$ cat src/rtl/pll_seq_pkg.sv
// Shared types and default timing constants for the ring PLL sequencer.
//   pll_seq_state_e : sequencer state encoding
//   pll_seq_out_t   : bundle of the registered control outputs
//   *_DEF           : default cycle counts for the sequencer parameters
package pll_seq_pkg;

  typedef enum logic [2:0] {
    IDLE      = 3'd0,
    LDO_UP    = 3'd1,
    WAIT_LOCK = 3'd2,
    LOCKED    = 3'd3,
    PLL_OFF   = 3'd4,
    SHUTDOWN  = 3'd5,
    ERROR     = 3'd6
  } pll_seq_state_e;

  typedef struct packed {
    logic ldo_enable;
    logic pllen;
    logic clk_en;
    logic busy;
    logic locked;
    logic err;
  } pll_seq_out_t;

  localparam int unsigned LDO_WAIT_DEF     = 256;
  localparam int unsigned OFF_WAIT_DEF     = 16;
  localparam int unsigned LOCK_TIMEOUT_DEF = 4096;
  localparam int unsigned LOCK_STABLE_DEF  = 32;
  localparam int unsigned MAX_RETRY_DEF    = 3;

  function automatic int unsigned max3(input int unsigned a,
                                       input int unsigned b,
                                       input int unsigned c);
    int unsigned m;
    m = (a > b) ? a : b;
    return (m > c) ? m : c;
  endfunction

  // Width able to hold 0..max_val-1; never less than one bit.
  function automatic int unsigned cnt_width(input int unsigned max_val);
    return (max_val > 1) ? $clog2(max_val) : 1;
  endfunction

endpackage

$ cat src/rtl/pll_lock_sync.sv
// Lock qualifier: 2-flop synchronizer on the raw PLL lock and a saturating
// stability counter of consecutive synchronized-high cycles.
//   clk, rst_n     : reference clock, async active-low reset
//   lock_async_i   : raw PLL lock (asynchronous)
//   clr_i          : clears the stability count (state entry)
//   lock_s_o       : synchronized lock
//   lock_ok_o      : stability count has reached LOCK_STABLE
module pll_lock_sync
  import pll_seq_pkg::*;
#(
  parameter int unsigned LOCK_STABLE = LOCK_STABLE_DEF
) (
  input  logic clk,
  input  logic rst_n,
  input  logic lock_async_i,
  input  logic clr_i,
  output logic lock_s_o,
  output logic lock_ok_o
);

  localparam int unsigned STAB_W = $clog2(LOCK_STABLE + 1);
  localparam logic [STAB_W-1:0] STAB_MAX = STAB_W'(LOCK_STABLE);

  logic              sync1_q;
  logic              sync2_q;
  logic [STAB_W-1:0] stab_q;
  logic [STAB_W-1:0] stab_d;
  logic              ok_q;

  // Metastability synchronizer.
  always_ff @(posedge clk or negedge rst_n) begin
    if (!rst_n) begin
      sync1_q <= 1'b0;
      sync2_q <= 1'b0;
    end else begin
      sync1_q <= lock_async_i;
      sync2_q <= sync1_q;
    end
  end

  // Any low cycle restarts the count; saturate once qualified.
  always_comb begin
    stab_d = stab_q;
    if (clr_i || !sync2_q) begin
      stab_d = '0;
    end else if (stab_q != STAB_MAX) begin
      stab_d = stab_q + STAB_W'(1);
    end
  end

  always_ff @(posedge clk or negedge rst_n) begin
    if (!rst_n) begin
      stab_q <= '0;
      ok_q   <= 1'b0;
    end else begin
      stab_q <= stab_d;
      ok_q   <= (stab_d == STAB_MAX);
    end
  end

  assign lock_s_o  = sync2_q;
  assign lock_ok_o = ok_q;

endmodule

$ cat src/rtl/pll_seq_ctrl.sv
// Power-up / relock sequencer for the ring PLL. Orders ldo_enable and pllen,
// qualifies lock, gates the PLL output clock and retries on lock timeout.
//   clk, rst_n  : reference clock, async active-low reset
//   start       : pulse, power up from IDLE or ERROR
//   stop        : pulse, orderly shutdown
//   cfg_update  : pulse, new ratio loaded, force relock
//   lock_async  : raw PLL lock
//   ldo_enable, pllen, clk_en, locked, err, busy : registered controls/status
//   retry_cnt   : failed lock attempts in the current sequence
module pll_seq_ctrl
  import pll_seq_pkg::*;
#(
  parameter int unsigned LDO_WAIT     = LDO_WAIT_DEF,
  parameter int unsigned OFF_WAIT     = OFF_WAIT_DEF,
  parameter int unsigned LOCK_TIMEOUT = LOCK_TIMEOUT_DEF,
  parameter int unsigned LOCK_STABLE  = LOCK_STABLE_DEF,
  parameter int unsigned MAX_RETRY    = MAX_RETRY_DEF
) (
  input  logic                             clk,
  input  logic                             rst_n,
  input  logic                             start,
  input  logic                             stop,
  input  logic                             cfg_update,
  input  logic                             lock_async,
  output logic                             ldo_enable,
  output logic                             pllen,
  output logic                             clk_en,
  output logic                             busy,
  output logic                             locked,
  output logic                             err,
  output logic [$clog2(MAX_RETRY+1)-1:0]   retry_cnt
);

  localparam int unsigned CNT_W   = cnt_width(max3(LDO_WAIT, OFF_WAIT, LOCK_TIMEOUT));
  localparam int unsigned RETRY_W = $clog2(MAX_RETRY + 1);

  localparam logic [CNT_W-1:0]   LDO_LAST   = CNT_W'(LDO_WAIT - 1);
  localparam logic [CNT_W-1:0]   OFF_LAST   = CNT_W'(OFF_WAIT - 1);
  localparam logic [CNT_W-1:0]   TMO_LAST   = CNT_W'(LOCK_TIMEOUT - 1);
  localparam logic [RETRY_W-1:0] RETRY_LIM  = RETRY_W'(MAX_RETRY);

  pll_seq_state_e     state_q;
  pll_seq_state_e     state_d;
  logic [CNT_W-1:0]   cnt_q;
  logic [RETRY_W-1:0] retry_q;
  logic [RETRY_W-1:0] retry_d;
  logic [RETRY_W-1:0] retry_inc;
  logic               restart_c;
  logic               entry_c;
  logic               lock_s;
  logic               lock_ok;
  pll_seq_out_t       out_q;
  pll_seq_out_t       out_d;

  // A cfg_update in PLL_OFF re-enters the same state and must reload timing.
  assign entry_c = (state_d != state_q) || restart_c;

  pll_lock_sync #(
    .LOCK_STABLE (LOCK_STABLE)
  ) u_lock_sync (
    .clk          (clk),
    .rst_n        (rst_n),
    .lock_async_i (lock_async),
    .clr_i        (entry_c),
    .lock_s_o     (lock_s),
    .lock_ok_o    (lock_ok)
  );

  // State register.
  always_ff @(posedge clk or negedge rst_n) begin
    if (!rst_n) begin
      state_q <= IDLE;
    end else begin
      state_q <= state_d;
    end
  end

  // Next state; stop outranks cfg_update, which outranks lock/timeout events.
  always_comb begin
    state_d   = state_q;
    retry_d   = retry_q;
    restart_c = 1'b0;
    retry_inc = retry_q + RETRY_W'(1);
    case (state_q)
      IDLE: begin
        if (start) begin
          state_d = LDO_UP;
          retry_d = '0;
        end
      end
      LDO_UP: begin
        if (stop) begin
          state_d = SHUTDOWN;
        end else if (cnt_q == LDO_LAST) begin
          state_d = WAIT_LOCK;
        end
      end
      WAIT_LOCK: begin
        if (stop) begin
          state_d = SHUTDOWN;
        end else if (cfg_update) begin
          state_d = PLL_OFF;
          retry_d = '0;
        end else if (lock_ok) begin
          state_d = LOCKED;
        end else if (cnt_q == TMO_LAST) begin
          retry_d = retry_inc;
          state_d = (retry_inc == RETRY_LIM) ? ERROR : PLL_OFF;
        end
      end
      LOCKED: begin
        if (stop) begin
          state_d = SHUTDOWN;
        end else if (cfg_update || !lock_s) begin
          state_d = PLL_OFF;
          retry_d = '0;
        end
      end
      PLL_OFF: begin
        if (stop) begin
          state_d = SHUTDOWN;
        end else if (cfg_update) begin
          restart_c = 1'b1;
          retry_d   = '0;
        end else if (cnt_q == OFF_LAST) begin
          state_d = WAIT_LOCK;
        end
      end
      SHUTDOWN: begin
        if (cnt_q == OFF_LAST) begin
          state_d = IDLE;
        end
      end
      ERROR: begin
        if (stop) begin
          state_d = IDLE;
        end else if (start) begin
          state_d = LDO_UP;
          retry_d = '0;
        end
      end
      default: begin
        state_d = IDLE;
      end
    endcase
  end

  // Moore output decode of the next state, registered alongside it.
  always_comb begin
    out_d = '0;
    case (state_d)
      LDO_UP, PLL_OFF, SHUTDOWN: begin
        out_d.ldo_enable = 1'b1;
        out_d.busy       = 1'b1;
      end
      WAIT_LOCK: begin
        out_d.ldo_enable = 1'b1;
        out_d.pllen      = 1'b1;
        out_d.busy       = 1'b1;
      end
      LOCKED: begin
        out_d.ldo_enable = 1'b1;
        out_d.pllen      = 1'b1;
        out_d.clk_en     = 1'b1;
        out_d.locked     = 1'b1;
      end
      ERROR: begin
        out_d.err = 1'b1;
      end
      default: begin
        out_d = '0;
      end
    endcase
  end

  // State timer, retry count and output registers.
  always_ff @(posedge clk or negedge rst_n) begin
    if (!rst_n) begin
      cnt_q   <= '0;
      retry_q <= '0;
      out_q   <= '0;
    end else begin
      cnt_q   <= entry_c ? '0 : cnt_q + CNT_W'(1);
      retry_q <= retry_d;
      out_q   <= out_d;
    end
  end

  assign ldo_enable = out_q.ldo_enable;
  assign pllen      = out_q.pllen;
  assign clk_en     = out_q.clk_en;
  assign busy       = out_q.busy;
  assign locked     = out_q.locked;
  assign err        = out_q.err;
  assign retry_cnt  = retry_q;

endmodule

$ cat config.mk
export PLATFORM = sky130hd
export DESIGN_NAME = pll_seq_ctrl
export DESIGN_NICKNAME = d
export VERILOG_FILES = /design/src/rtl/pll_seq_pkg.sv /design/src/rtl/pll_lock_sync.sv /design/src/rtl/pll_seq_ctrl.sv
export SDC_FILE = /design/constraint.sdc
export NUM_CORES = 1
export LEC_CHECK = 0
export CORE_UTILIZATION = 52
export DETAILED_ROUTE_END_ITERATION = 8
export PLACE_DENSITY = 0.75
export SYNTH_ARGS = -nofsm -noshare
export SYNTH_HDL_FRONTEND = slang
export SYNTH_SLANG_ARGS = --single-unit
$ cat constraint.sdc
create_clock -name clk -period 2.1 [get_ports clk]
set_input_delay 0.525 -clock clk [delete_from_list [all_inputs] [get_ports clk]]
set_output_delay 0.525 -clock clk [all_outputs]
set_load 0.005 [all_outputs]
==> reports/qor.yml <==
run_status:
  status: "finished, violations left"
  failed_checks: "setup timing"
cts:
  clk_pin_slew_worst_paths_ns: 0.10
  clock_latency_ns: 0.34
  root_buffer: "clkbuf_4"
  clockBufferDepth: 2
  cts_made_buffers: 5
  cts.sinks: 31
  htree_levels: 2
  cts_tree: "yes"
sta:
  relSlewSlack_pct: 73.80
  period_needed_ns: 2.221
  max_freq_mhz: 450.2
  drv_slew: 0
  setup_ws_ns: -0.1214
  fin_skew_ns: 0.01057
  worst-slew-pin-transition_ns: 0.3930
  finalSetupTns_ns: -1.565
  setup_viol: 18
  rsz0062_at_grt: "yes"
  period_share_pct: 105.8
  hold_viol: 0
final_layout:
  nets: 252
  antenna_cells: 0
  fill_cells: 212
  area_delta_synth_final_pct: 37.58
  final_util_pct: 77.83
  final_cell_area_um2: 2474
  fin_cells: 287
  layout-drive-gt1-share_pct: 36.63
global_routing:
  antenna_found_initial: 0
  grt_pass1_wl_um: 6900
  grt_max_degree: 32
  track_usage_pct: 26.27
  grt-ovfl-total: 0
  grt_pass1_vias: 1550
pwr:
  power_density_nw_per_um2: 944.5
  vdd_ir_drop_max_uv: 702.0
  power.leakage_nw: 1.068
synthesis:
  syn-cell-area_um2: 1798
  synth_flop_cell: "dfrtp_1"
  synth-async-reset-ratio_pct: 100.0
  synth_edf_count: 0
  ys_ff_latch: 31
  synth_cells: 189
  yosysWarnings: 0
  postSynthAreaPerCell_um2: 9.513
  synth_nets: 199
  yosysSeqAreaShare_pct: 43.15
  synth_cell_types: 56
detailed_routing:
  drc_errors: 0
  vias_per_cell: 5.784
  drtIter0Drc: 175
  num_vias: 1660
  drt_pre_antenna_iters: 5
  final_antenna_net_count: 0
  finalWirelength_um: 4526
  wire_per_inst_um: 15.77
setup_path:
  endpoint_kind: "flip-flop"
  ff2ff_setup_slack_ns: -0.12
  timing.rr.start: "cnt_q[8]$_DFF_PN0_"
  required_ns: 2.33
  critPathArrivalTime_ns: 2.45
  path_max_fanout: 6
  path_class: "reg -> reg"
  cp-start-kind: "flip-flop"
  r2r_cells: 7
  r2r_end: "cnt_q[10]$_DFF_PN0_"
die:
  num_rows: 20
  dieArea_um2: 3697
  core_um2: 3178
  start_util_pct: 56.57
  die_y_um: 60.80
  io_pins: 14
  die_w_um: 60.80
hold_path:
  hold_end: "u_lock_sync.lock_s_o$_DFF_PN0_"
  hp-class: "reg -> reg"
  worstHoldPathCells: 0
  worstHoldStart: "u_lock_sync.sync1_q$_DFF_PN0_"
placed_design:
  place_ws_ns: -0.6200
  post_dp_cell_area_um2: 2226
  dp_cells: 275
  dp_hpwl_um: 3088
  port_buffers: 13
  gp_congestion: 0.8997
run:
  drv_cap: 0
## synthesized netlist by cell type (2+ instances only)
cell | number | area [µm²]
dfrtp_1 | 31 | 775.7
nor2_1 | 30 | 112.6
inv_1 | 11 | 41.29
xnor2_1 | 11 | 96.34
nor3_1 | 10 | 50.05
nand2_1 | 9 | 33.78
nand3_1 | 8 | 40.04
nand2b_1 | 5 | 31.28
xor2_1 | 5 | 43.79
a21oi_1 | 4 | 20.02
a31oi_1 | 4 | 25.02
ha_1 | 4 | 50.05
buf_2 | 3 | 15.01
nand4_1 | 3 | 18.77
and3_1 | 2 | 12.51
clkbuf_1 | 2 | 7.510
mux2i_1 | 2 | 20.02
nand4b_1 | 2 | 17.52
nor2b_1 | 2 | 12.51
nor4_1 | 2 | 12.51
nor4b_1 | 2 | 17.52
or3_1 | 2 | 12.51
or4_1 | 2 | 15.01
## per-stage QoR
stage	power, mW	hold WS, ns
after floorplan	1.329	0.2294
after global placement	1.610	0.3333
after detailed placement	1.668	0.3372
after CTS	2.237	0.3617
after global routing	2.463	0.3767
final	2.336	0.3551
## critical path: stages, from the launching register on
cell and delay (ns):
dfrtp_1 0.40, or4_4 0.56, or3_4 0.39, a21oi_2 0.15, a311o_2 0.20, nand4b_4 0.18, buf_6 0.16, nor2_1 0.07
## metal layers
layer	wire, µm	up-vias	share of wire (%)	GRT usage (%)
met5	0	-	0	0
met4	113	0	2.5	10.71
met3	233	18	5.1	7.036
met2	2332	66	52	41.76
met1	1847	806	41	34.20
li1	-	770	-	-
## cell usage in the layout, fill, tap and decap left out, types with 2 or more instances in the layout
| cell type | Yosys | layout |
|---|---|---|
| nor2_1 | 30 | 22 |
| nand2b_1 | 5 | 5 |
| nor3_2 | 0 | 4 |
| nand4b_1 | 2 | 2 |
| dlygate4sd2_1 | 0 | 2 |
| nand4_1 | 3 | 3 |
| clkdlybuf4s50_1 | 0 | 10 |
| nand3_1 | 8 | 7 |
| ha_1 | 4 | 3 |
| clkbuf_4 | 0 | 5 |
| a21oi_2 | 0 | 2 |
| inv_1 | 11 | 10 |
| dfrtp_1 | 31 | 31 |
| or4_4 | 1 | 3 |
| nor2_2 | 0 | 8 |
| xor2_1 | 5 | 5 |
| nor4b_1 | 2 | 2 |
| nand2_1 | 9 | 9 |
| mux2i_1 | 2 | 2 |
| buf_4 | 1 | 40 |
| xnor2_1 | 11 | 11 |
| a21oi_1 | 4 | 2 |
| a31oi_1 | 4 | 4 |
| nor3_1 | 10 | 6 |
| or3_4 | 1 | 2 |
## power by group
group          switching, mW  internal [mW]
clock                  0.208          0.281
sequential            0.0523          0.681
combinational          0.590          0.524
## state kept, by name, indices dropped and copies added (netlist names), 2 cells and up
signal and flops:
cnt_q 12, state_q 3, retry_cnt 2, u_lock_sync.stab_q 6
## worst max path at each step
stage / start / to / slack (ns) / depth (start not counted)
CTS: cnt_q[8]$_DFF_PN0_ / cnt_q[6]$_DFF_PN0_ / -0.08 / 7
finish: cnt_q[8]$_DFF_PN0_ / cnt_q[10]$_DFF_PN0_ / -0.12 / 7
detailed placement: stop / u_lock_sync.stab_q[2]$_DFF_PN0_ / -0.62 / 7
global placement: stop / u_lock_sync.stab_q[2]$_DFF_PN0_ / -0.49 / 7
global route: cnt_q[8]$_DFF_PN0_ / cnt_q[10]$_DFF_PN0_ / -0.17 / 7
floorplan: cnt_q[8]$_DFF_PN0_ / cnt_q[10]$_DFF_PN0_ / 0.01 / 7
## logic make-up (layout without fill, tap and decap cells)
| kind of cell | after synthesis | in the layout | synth area share, % |
|---|---|---|---|
| compound gates | 25 | 25 | 11.48 |
| simple gates | 91 | 91 | 28.25 |
| xor+xnor | 16 | 16 | 7.794 |
| fa+ha+maj | 4 | 4 | 2.784 |
| buf+inv | 19 | 73 | 4.802 |
| mux | 3 | 3 | 1.740 |
| flops | 31 | 31 | 43.15 |
## cell type report
cell class	instances	area (µm²)	share of cell area [%]
clock buffer	6	51.30	2.074
multi-input combinational	139	1074	43.40
clock inverter	2	35.03	1.416
timing repair buffer	54	441.7	17.86
inverter	11	41.29	1.669
sequential	31	775.7	31.36
tap	44	55.05	2.226
## timing repair
action,4_1_cts,5_1_grt
pin swaps,4,3
setup buffers,0,3
resized for setup,15,19
cloned,1,0
endpoints found under the hold margin,0,0
endpoints found under the setup margin,19,23
hold buffers,0,0
Power figures use the tool's default switching activity.
